[src/rtl/bin2bcd_seq.sv]
// bin2bcd_seq: iterative double-dabble converter from a signed binary word to BCD digits plus a sign nibble
module bin2bcd_seq #(
  parameter int width = 12,
  parameter int digits = 4
) (
  input  logic                  clk,
  input  logic                  rst_n,
  input  logic                  start,
  input  logic [width-1:0]      bin,
  output logic                  busy,
  output logic                  done,
  output logic [4*digits-1:0]   bcd,
  output logic [3:0]            bcd_sgn,
  output logic                  ovf
);
  localparam int nd = (width + 2) / 3 + 1;
  localparam int cw = $clog2(width);
  localparam logic [cw-1:0] last = cw'(width - 1);
  localparam logic [1:0] idle = 2'b00, shift = 2'b01, fin = 2'b10;
  logic [1:0] state;
  logic sign;
  logic [width-1:0] mag;
  logic [4*nd-1:0] scr, adj, scr_nx;
  logic [4*(nd+digits)-1:0] ext;
  logic [cw-1:0] cnt;
  logic accept, big;
  genvar i;
  for (i = 0; i < nd; i++) begin : g_adj
    assign adj[4*i+:4] = scr[4*i+:4] >= 4'd5 ? scr[4*i+:4] + 4'd3 : scr[4*i+:4];
  end
  assign scr_nx = (adj << 1) | {{(4*nd-1){1'b0}}, mag[width-1]};
  // zero-extend so the overflow test works even when digits covers the whole scratch
  assign ext = {{(4*digits){1'b0}}, scr_nx};
  assign big = |ext[4*(nd+digits)-1:4*digits];
  assign busy = state[0];
  assign done = state[1];
  assign accept = start & ~busy;
  always_ff @(posedge clk) begin
    if (!rst_n) begin
      state <= idle;
      bcd <= '0;
      bcd_sgn <= 4'hF;
      ovf <= 1'b0;
    end else if (accept) begin
      state <= shift;
      sign <= bin[width-1];
      mag <= bin[width-1] ? -bin : bin;
      scr <= '0;
      cnt <= '0;
    end else if (busy) begin
      scr <= scr_nx;
      mag <= {mag[width-2:0], 1'b0};
      cnt <= cnt + 1'b1;
      if (cnt == last) begin
        state <= fin;
        ovf <= big;
        bcd <= big ? '1 : ext[4*digits-1:0];
        bcd_sgn <= sign ? 4'hA : 4'hF;
      end
    end else begin
      state <= idle;
    end
  end
endmodule
[config.mk]
export PLATFORM = sky130hd
export DESIGN_NAME = bin2bcd_seq
export DESIGN_NICKNAME = d
export VERILOG_FILES = /design/src/rtl/bin2bcd_seq.sv
export SDC_FILE = /design/constraint.sdc
export NUM_CORES = 1
export LEC_CHECK = 0
export ABC_AREA = 0
export BUFFER_PORTS_ARGS = -buffer_cell sky130_fd_sc_hd__buf_2
export CORE_MARGIN = 2
export CORE_UTILIZATION = 49
export DETAILED_ROUTE_END_ITERATION = 12
export GPL_TIMING_DRIVEN = 0
export PLACE_DENSITY = 0.74
export SLEW_MARGIN = 30
export SYNTH_ARGS = -nofsm -noshare
export SYNTH_HDL_FRONTEND = slang
export SYNTH_SLANG_ARGS = --single-unit
[constraint.sdc]
create_clock -name clk -period 1.9 [get_ports clk]
set_input_delay 0.38 -clock clk [delete_from_list [all_inputs] [get_ports clk]]
set_output_delay 0.38 -clock clk [all_outputs]
set_load 0.1 [all_outputs]
==> qor.log, run 1 <==
qor: clock_network.clk_pin_slew_worst_paths 0.07 ns
qor: finish.antenna_cells_inserted 0
qor: place.detailedPlace.worstSlack -0.392 ns
qor: place.placer_congestion 0.851
qor: pwr.power_per_cell_area 965 nW/um^2
qor: global_routing.antenna_found_initial 0
qor: place.portBuffers 35
qor: worst_setup_path.cp_data_required_time 2.13 ns
qor: clock_network.tritoncts done
qor: pwr.internal_power_of_the_cells 2.46 mW
qor: pwr.power_leakage 1.37 nW
qor: worst_setup_path.startpoint_type register
qor: timing.timing_max_transition_violations_final 0
qor: timing.slew_at_the_pin_with_the_worst_max_slew_slack 0.869 ns
qor: global_routing.global_route_wire_length_before_repair 9610 microns
qor: clock_network.clock_insertion_delay_worst_skew 0.34 ns
qor: pwr.power_frac_comb 14.5%
qor: finish.final_cell_mix edfxtp_1, buf_2, o21ai_0
qor: worst_hold_path.min_path_type in -> reg
qor: die.core_area 5510 sq um
qor: global_routing.grtUsageTotal 20.2%
qor: global_routing.grt_overflow 0
qor: pwr.power.share.clock 41.2%
qor: worst_setup_path.worst_ep_arrival_time 2.19 ns
qor: logic_synthesis.synth_area_per_cell 10.4 sq um
qor: pwr.ir_worst_vdd 0.590 mV
qor: finish.nets 351
qor: timing.timing_hold_violations_final 0
qor: die.io-pin-count 38
qor: timing.finalWorstSetupSlack -0.0668 ns
qor: global_routing.vias_in_the_first_global_route 2,125
qor: timing.min_period 1.97 ns
qor: logic_synthesis.postSynthRegisterBits 57
qor: worst_setup_path.crit_path_max_fanout 5
qor: logic_synthesis.ys_top_cells_by_area edfxtp_1, dfxtp_1, o21ai_0, a21oi_1, ha_1
qor: run_status.status finished with violations
qor: timing.max_slew_margin 42.1%
qor: finish.final_core_utilization 62.5%
qor: clock_network.ctsLongestPathBuffers 2
qor: routing.route.final.wire_length 5640 microns
qor: run_status.violations_in_the_final_reports setup timing
qor: finish.synthToLayoutAreaGrowth 23.3%
qor: timing.setup_viol 17
qor: logic_synthesis.synth.yosys.warnings 0
qor: pwr.p_seq_share 44.3%
qor: timing.final.period_utilization 104%
qor: place.hpwlAfterDp 3800 microns
qor: routing.postRouteAntennaNets 0
qor: die.chipHeight 79.5 microns
qor: logic_synthesis.synth_sequential_area_ratio 54.1%
qor: die.die_w 79.5 microns
qor: global_routing.use_met1 24.5%
qor: logic_synthesis.synth_area_leader_cell edfxtp_1
qor: clock_network.cts-buffers-inserted 9
qor: timing.rsz0062_at_grt true
qor: finish.post_route_cells_drive_above_1_share 26.4%
qor: die.std_cell_rows 27
qor: clock_network.htree_levels 3
qor: routing.detail_route.iter0.violations 131
qor: die.floorplan.die_area 6320 sq um
qor: die.start_util 50.7%
qor: timing.finClkSkew 0.00938 ns
qor: worst_setup_path.setup.worst_path.end_class register
qor: run.timing.max_cap.violations 0
qor: finish.layout.cells.most_common edfxtp_1
qor: routing.routedWlPerCell 14.1 microns
qor: logic_synthesis.area_fraction_of_the_dominant_cell_type_after_synthesis 39.8%
qor: pwr.switchingPower 0.868 mW
qor: logic_synthesis.synth.lib_cells_used.distinct 38
qor: global_routing.global_route.peak_usage_layer met2
qor: pwr.power 3.32 mW
qor: timing.timing.hold.ws 0.333 ns
qor: logic_synthesis.syn-cell-area 2790 sq um
qor: global_routing.grt.met3_usage 4.98%
qor: routing.dr_total_vias 2,135
qor: logic_synthesis.syn_inst 268
qor: clock_network.numClockSinks 57
qor: global_routing.grt_start_max_net_pins 38
qor: global_routing.groute.layer.met2.usage 32.4%
qor: clock_network.clockRootBuffer clkbuf_8
qor: pwr.power.share.switching 26.1%
qor: routing.drt-vias-per-instance 5.32
qor: timing.fmax 508 MHz
qor: routing.drc_errors 0
qor: routing.detailedRoute.firstPassIterationCount 4
qor: worst_setup_path.timing_worst_setup_path_type reg -> reg
[logic make-up after synthesis]
group	after synthesis	share of synthesized area [%]
muxes	5	1.97
DFF	57	54.1
buffers and inverters	27	4.30
AOI/OAI and AO/OA	77	15.9
and+or+nand+nor	73	13.2
adders and majority gates	12	5.38
other	1	0.134
xor gates and xnor gates	16	5.02
[layer usage]
layer | vias to the layer above | part of all wire (%)
li1 | 1068 | -
met1 | 1020 | 45
met2 | 35 | 49
met3 | 12 | 3.5
met4 | 0 | 2.2
met5 | - | 0
[flip-flops by register name (all words and copies together), names as in the netlist]
| register | flops |
|---|---|
| bcd | 16 |
| bcd_sgn | 1 |
| cnt | 4 |
| mag | 12 |
| ovf | 1 |
| scr | 20 |
| sign | 1 |
| state | 2 |
[worst max-delay path, stage by stage (launching register included)]
cell and delay (ns):
edfxtp_1 0.44, ha_2 0.21, nand2b_4 0.13, a2111o_1 0.40
a2111oi_4 0.29, buf_4 0.20, buf_6 0.14, a21oi_2 0.06
[power by group through the flow]
stage	clock [mW]	sequential, mW	combinational (mW)
global route	1.44	1.48	0.537
CTS	1.39	1.47	0.477
global placement	0	1.49	0.445
finish	1.37	1.47	0.482
floorplan	0	1.54	0.299
detailed placement	0	1.50	0.459
[final cells by class]
class | instances | area, sq um
Inverter | 15 | 56.3
Sequential cell | 57 | 1510
Fill cell | 469 | 2060
Buffer | 12 | 63.8
Clock buffer | 11 | 163
Timing Repair Buffer | 44 | 250
Multi-Input combinational cell | 185 | 1220
Tap cell | 72 | 90.1
Clock inverter | 5 | 82.6
[cells in the mapped netlist, drive strengths merged]
cell type   n
or2         1
dfxtp      20
or4         1
o41ai       1
nand3b      1
nor4        2
nor3        2
xnor2      12
conb        1
inv        15
and4b       1
a41oi       1
mux2i       1
a31oi       3
mux2        4
o21ai      33
xor2        4
nor2       28
a2111o      1
a32o        1
a21oi      31
edfxtp     37
a2111oi     1
o2111ai     1
and2        3
nor3b       9
nand3       1
o31ai       1
o21a        2
or3b        1
nand2      14
nand2b      6
a211oi      1
nor2b       3
buf         4
ha         12
clkbuf      8
[timing repair]
item                       CTS  global route
gates resized for setup      9             4
setup buffers                6             2
pin swaps                    3             3
gates cloned                 1             0
hold buffers                 0             0
setup endpoints to repair   17            17
[through the flow]
step	cell area, sq um	cells	TNS, ns
6_report	3440	401	-0.871
5_1_grt	3440	401	-1.90
4_1_cts	3410	399	-0.630
3_5_place_dp	3090	376	-5.48
3_3_place_gp	3090	376	-4.78
2_1_floorplan	2820	269	-1.05
[path summary, 6_finish.rpt]
check,from,end,slack [ns],cells after the start
worst min-delay path,bin[11],sign,0.33,1
worst min register to register,state[1],state[1],0.50,2
worst max register to register,scr[16],bcd[12],-0.07,7
worst max-delay path,scr[16],bcd[12],-0.07,7
Power figures use the tool's default switching activity.
==> run 2, diff against run 1 <==
- SKIP_LAST_GASP: default -> 1
==> run 2 against run 1 <==
  * The flow still finishes with violations (setup timing)
  * Worst setup slack better by 0.0068 ns
  * Critical path depth stayed put
  * Global-route usage stayed put
  * Wire length is 0.30% lower
  * Combinational power hardly changed
  * Clock-buffer cell count stayed put
  * Die area stayed put
  * Largest power group unchanged
  * Highest routed layer unchanged
==> qor.log, run 2 (synthesis results as in run 1) <==
qor: routing.detailedRoute.firstPassIterationCount 4
qor: worst_setup_path.worstReg2RegEnd bcd[12]
qor: global_routing.global_route_wire_length_before_repair 9610 microns
qor: clock_network.holdBufCountCts 0
qor: worst_setup_path.cp_data_required_time 2.12 ns
qor: finish.nets 351
qor: worst_setup_path.critical_path.reg2reg.startpoint scr[16]
qor: timing.timing_hold_violations_final 0
qor: clock_network.cts-buffers-inserted 9
qor: finish.layout.cells.most_common edfxtp_1
qor: clock_network.ctsLongestPathBuffers 2
qor: die.floorplan.die_area 6320 sq um
qor: finish.antenna_cells_inserted 0
qor: die.std_cell_rows 27
qor: finish.register_area 1510 sq um
qor: timing.rsz0062_at_grt true
qor: worst_hold_path.worst_hold_path.endpoint sign
qor: clock_network.clk_pin_slew_worst_paths 0.07 ns
qor: finish.multiInputGateArea 1220 sq um
qor: timing.setup_viol 17
qor: timing.max_slew_margin 42.6%
qor: global_routing.groute.layer.met2.usage 32.4%
qor: global_routing.grt_start_max_net_pins 38
qor: finish.largest_reg_flops 20
qor: pwr.power_per_cell_area 965 nW/um^2
qor: place.hpwlAfterDp 3800 microns
qor: run_status.status finished with violations
qor: routing.detail_route.iter0.violations 115
qor: place.portBuffers 35
qor: worst_setup_path.timing_worst_setup_path_type reg -> reg
qor: routing.postRouteAntennaNets 0
qor: pwr.power_leakage 1.37 nW
qor: die.chipHeight 79.5 microns
qor: pwr.power.share.switching 26.0%
qor: clock_network.tritoncts done
qor: global_routing.use_met1 24.5%
qor: timing.timing_max_transition_violations_final 0
qor: worst_setup_path.worst_ep_arrival_time 2.18 ns
qor: routing.drc_errors 0
qor: timing.finalWorstSetupSlack -0.0600 ns
qor: die.die_w 79.5 microns
qor: timing.final.period_utilization 103%
qor: timing.min_period 1.96 ns
qor: timing.finClkSkew 0.00957 ns
qor: worst_hold_path.hp-start bin[11]
qor: die.core_area 5510 sq um
qor: timing.tns -0.742 ns
qor: global_routing.vias_in_the_first_global_route 2,125
qor: global_routing.antenna_found_initial 0
qor: finish.reg.largest.list scr x20, bcd x16, mag x12
qor: routing.routedWlPerCell 14.0 microns
qor: place.placed_cells_incl_taps 376
qor: clock_network.numClockSinks 57
qor: worst_setup_path.setup.worst_path.end_class register
qor: worst_setup_path.reg2reg_setup_slack -0.06 ns
qor: clock_network.clock_insertion_delay_worst_skew 0.34 ns
qor: worst_setup_path.startpoint_type register
qor: routing.drt-vias-per-instance 5.34
qor: run_status.violations_in_the_final_reports setup timing
qor: finish.post_route_cells_drive_above_1_share 26.1%
qor: pwr.internal_power_of_the_cells 2.45 mW
qor: finish.filler_cell_count 468
qor: worst_hold_path.min_path_type in -> reg
qor: global_routing.grt.met3_usage 4.98%
qor: worst_setup_path.r2r_cells 7
qor: pwr.power.share.clock 41.2%
qor: die.start_util 50.7%
qor: routing.dr_total_vias 2,140
qor: worst_hold_path.worst_hold_path.num_cells 1
qor: routing.route.final.wire_length 5630 microns
qor: global_routing.grt_overflow 0
qor: pwr.p_seq_share 44.3%
qor: clock_network.htree_levels 3
qor: global_routing.global_route.peak_usage_layer met2
qor: worst_setup_path.crit_path_max_fanout 5
qor: global_routing.grtUsageTotal 20.2%
qor: finish.synthToLayoutAreaGrowth 23.1%
qor: finish.final_cell_mix edfxtp_1, buf_2, o21ai_0
qor: die.io-pin-count 38
qor: finish.layoutNonFillerInstCount 401
qor: run.timing.max_cap.violations 0
qor: finish.register_with_the_most_flip_flops scr
qor: pwr.switchingPower 0.864 mW
qor: pwr.power_frac_comb 14.5%
qor: clock_network.clockRootBuffer clkbuf_8
qor: timing.slew_at_the_pin_with_the_worst_max_slew_slack 0.861 ns
qor: place.placer_congestion 0.851
qor: pwr.ir_worst_vdd 0.587 mV
qor: timing.fmax 510 MHz
## run 2: cell counts in the layout (fill, tap and decap cells not counted)
No cell type changed its count.
## run 2: per-layer routing
metal | wire [microns] | part of all wire, %
met1 | 2540 | 45
met2 | 2720 | 48
met3 | 231 | 4.1
met4 | 134 | 2.4
met5 | 0 | 0
## run 2: cell type report
| class | count | share of cell area [%] |
|---|---|---|
| Buffer | 12 | 1.86 |
| Clock inverter | 5 | 2.40 |
| Inverter | 15 | 1.64 |
| Timing Repair Buffer | 44 | 7.28 |
| Sequential cell | 57 | 44.0 |
| Tap cell | 72 | 2.62 |
| Clock buffer | 11 | 4.73 |
| Multi-Input combinational cell | 185 | 35.5 |
## run 2: worst max path at each step
stage               depth (start not counted)  slack, ns       to  startpoint
global route                                7      -0.13  bcd[12]     scr[16]
finish                                      7      -0.06  bcd[12]     scr[16]
detailed placement                          7      -0.39   bcd[7]     scr[17]
CTS                                         7      -0.05   bcd[4]     scr[16]
global placement                            7      -0.35  bcd[12]     scr[16]
floorplan                                   6      -0.11   bcd[9]     scr[16]
## run 2: power groups by stage
stage          Sequential (mW)  Combinational (mW)  Clock [mW]
2_1_floorplan             1.54               0.299           0
3_3_place_gp              1.49               0.445           0
3_5_place_dp              1.50               0.459           0
4_1_cts                   1.47               0.477        1.39
5_1_grt                   1.48               0.534        1.44
6_report                  1.47               0.480        1.37
## run 2: worst max-delay path: stages, from the launching register on
cell and delay (ns):
edfxtp_1 0.43, ha_2 0.20, nand2b_4 0.13, a2111o_1 0.40, a2111oi_4 0.29, buf_4 0.20, buf_6 0.14, a21oi_2 0.06
## run 2: through the flow
step | worst slack [ns] | power [mW] | cell area (sq um) | util (%) | hold slack, ns
after floorplan | -0.109 | 1.84 | 2820 | - | 0.472
after global placement | -0.350 | 1.94 | 3090 | 56.1 | 0.475
after detailed placement | -0.392 | 1.96 | 3090 | 56.1 | 0.484
after CTS | -0.0468 | 3.34 | 3410 | 62.0 | 0.305
after global routing | -0.129 | 3.45 | 3440 | 62.4 | 0.334
final | -0.0600 | 3.32 | 3440 | 62.4 | 0.324
## run 2: repair_timing
action / 4_1_cts / 5_1_grt
cloned: 1 / 0
endpoints found under the setup margin: 17 / 17
buffers inserted: 6 / 2
hold endpoints to repair: 0 / 0
resized for setup: 9 / 3
pin swaps: 3 / 2
==> run 3, diff against run 2 <==
--- a/config.mk
+++ b/config.mk
@@ -12,3 +12,2 @@
 export DETAILED_ROUTE_END_ITERATION = 12
-export GPL_TIMING_DRIVEN = 0
 export PLACE_DENSITY = 0.74
--- a/constraint.sdc
+++ b/constraint.sdc
@@ -3,2 +3,2 @@
 set_output_delay 0.38 -clock clk [all_outputs]
-set_load 0.1 [all_outputs]
+set_load 0.05 [all_outputs]
==> run 3 against run 2 <==
  * The flow still finishes with violations (setup timing)
  * Critical endpoint is now bcd[3]
  * Cell count unchanged
  * Cell area is 0.87% lower
  * Clock power is 19% lower
  * Core utilization shrank 0.55 points
  * Via count shrank 2.7%
  * Global-route usage shrank 0.99 points
  * Register-to-register slack worse by 0.03 ns
  * Sequential cell count did not move
  * Sequential share of layout area up 0.35 points
  * Wire length increased by 1.3%
  * Worst hold slack better by 0.0050 ns
==> qor.log, run 3 (synthesis results as in run 1) <==
qor: run_status.status finished with violations
qor: run_status.violations_in_the_final_reports setup timing
qor: worst_setup_path.startpoint_type register
qor: worst_setup_path.r2r_cells 7
qor: pwr.power.share.clock 36.6%
qor: global_routing.grtUsageTotal 19.2%
qor: timing.min_period 1.99 ns
qor: routing.drt-vias-per-instance 5.19
qor: worst_setup_path.crit_buf_inv 2
qor: finish.post_route_cells_drive_above_1_share 25.5%
qor: worst_setup_path.crit_path_max_fanout 9
qor: pwr.power.share.switching 26.0%
qor: worst_setup_path.critical-path-slowest-cell edfxtp_1
qor: die.start_util 50.7%
qor: global_routing.vias_in_the_first_global_route 2,041
qor: clock_network.clk_pin_slew_worst_paths 0.06 ns
qor: worst_setup_path.timing.critical_path.depth 7
qor: global_routing.grt_start_max_net_pins 22
qor: finish.reg.largest.list scr x20, bcd x16, mag x12
qor: routing.drc_errors 0
qor: finish.final_cell_mix edfxtp_1, buf_2, o21ai_0
qor: pwr.switchingPower 0.790 mW
qor: global_routing.global_route_wire_length_before_repair 9200 microns
qor: finish.layout.cells.most_common edfxtp_1
qor: routing.postRouteAntennaNets 0
qor: die.chipHeight 79.5 microns
qor: worst_setup_path.cp_cell_sequence ha_2, nand2b_4, a2111o_1, a2111oi_4, buf_4, buf_12, a21oi_1
qor: routing.detailedRoute.firstPassIterationCount 4
qor: clock_network.htree_levels 3
qor: timing.timing_max_transition_violations_final 0
qor: worst_setup_path.timing_worst_setup_path_type reg -> reg
qor: clock_network.tritoncts done
qor: routing.detail_route.iter0.violations 133
qor: routing.route.final.wire_length 5700 microns
qor: timing.setup_viol 17
qor: clock_network.clock_insertion_delay_worst_skew 0.34 ns
qor: pwr.p_seq_share 48.3%
qor: timing.rsz0062_at_grt true
qor: worst_setup_path.path_delay_family compound AO/OA/AOI/OAI gates
qor: clock_network.numClockSinks 57
qor: clock_network.cts-buffers-inserted 9
qor: timing.final.period_utilization 105%
qor: timing.timing_hold_violations_final 0
qor: place.detailedPlace.worstSlack -0.0949 ns
qor: timing.timing.hold.ws 0.329 ns
qor: clock_network.ctsLongestPathBuffers 2
qor: routing.routedWlPerCell 14.2 microns
qor: die.core_area 5510 sq um
qor: timing.tns -1.30 ns
qor: global_routing.antenna_found_initial 0
qor: worst_hold_path.worst_hold_path.num_cells 1
qor: finish.final_core_utilization 61.9%
qor: timing.finalWorstSetupSlack -0.0937 ns
qor: clock_network.clockRootBuffer clkbuf_8
qor: global_routing.grt_overflow 0
qor: die.std_cell_rows 27
qor: pwr.ir_worst_vdd 0.438 mV
qor: die.die_w 79.5 microns
qor: routing.dr_total_vias 2,082
qor: worst_hold_path.min_path_type in -> reg
qor: pwr.internal_power_of_the_cells 2.25 mW
qor: place.portBuffers 35
qor: finish.largest_reg_flops 20
qor: pwr.power_leakage 1.39 nW
qor: die.io-pin-count 38
qor: finish.antenna_cells_inserted 0
qor: worst_setup_path.setup.worst_path.end_class register
qor: worst_setup_path.worst_ep_arrival_time 2.20 ns
qor: finish.nets 351
qor: die.floorplan.die_area 6320 sq um
qor: place.hpwlAfterDp 3770 microns
qor: place.placer_congestion 0.851
qor: timing.fmax 502 MHz
qor: finish.register_with_the_most_flip_flops scr
qor: timing.finClkSkew 0.00521 ns
qor: pwr.power_per_cell_area 892 nW/um^2
qor: finish.filler_cell_count 481
qor: worst_setup_path.worst_path_largest_cell_delay 0.42 ns
qor: run.timing.max_cap.violations 0
qor: worst_setup_path.cp_data_required_time 2.11 ns
qor: pwr.power_frac_comb 15.1%
qor: finish.synthToLayoutAreaGrowth 22.0%
run 3: repair_timing:
action                     4_1_cts  5_1_grt
setup endpoints to repair       17       17
gates resized for setup          0        3
setup buffers                    1        2
hold buffers                     0        0
cloned                           0        1
pin swaps                        1        0
run 3: worst register-to-register path, stage by stage, from the launching register on:
cell and delay, ns:
edfxtp_1 0.42, ha_2 0.21, nand2b_4 0.14, a2111o_1 0.41, a2111oi_4 0.30, buf_4 0.19, buf_12 0.12, a21oi_1 0.08
run 3: power by group through the flow:
stage,Clock [mW],Sequential [mW],Combinational (mW)
floorplan,0,1.51,0.290
finish,1.11,1.47,0.459
global route,1.17,1.48,0.512
detailed placement,0,1.49,0.444
CTS,1.12,1.47,0.449
global placement,0,1.49,0.430
run 3: worst paths after layout:
kind,slack (ns),endpoint,from
worst min register to register,0.48,state[1],state[1]
worst max register to register,-0.09,bcd[3],scr[16]
worst max-delay path,-0.09,bcd[3],scr[16]
worst min-delay path,0.33,sign,bin[11]
run 3: layout make-up:
type | instances | area (sq um) | share of cell area, %
inverter | 15 | 56.3 | 1.65
timing repair buffer | 56 | 363 | 10.6
tap | 72 | 90.1 | 2.64
clock buffer | 13 | 149 | 4.37
sequential | 57 | 1510 | 44.3
multi-input combinational | 185 | 1200 | 35.2
clock inverter | 3 | 40.0 | 1.17
run 3: layer usage:
layer | routed length, microns | track usage, % | vias to the layer above
met4 | 100 | 8.79 | 0
met2 | 2760 | 30.5 | 47
met5 | 0 | 0 | -
li1 | - | - | 1062
met1 | 2570 | 24.2 | 964
met3 | 268 | 5.43 | 9
run 3: through the flow:
step                total power [mW]  instance area (sq um)  std cells
CTS                             3.04                   3360        398
floorplan                       1.80                   2820        269
global placement                1.92                   3160        381
finish                          3.04                   3410        401
detailed placement              1.94                   3160        381
global route                    3.16                   3410        401
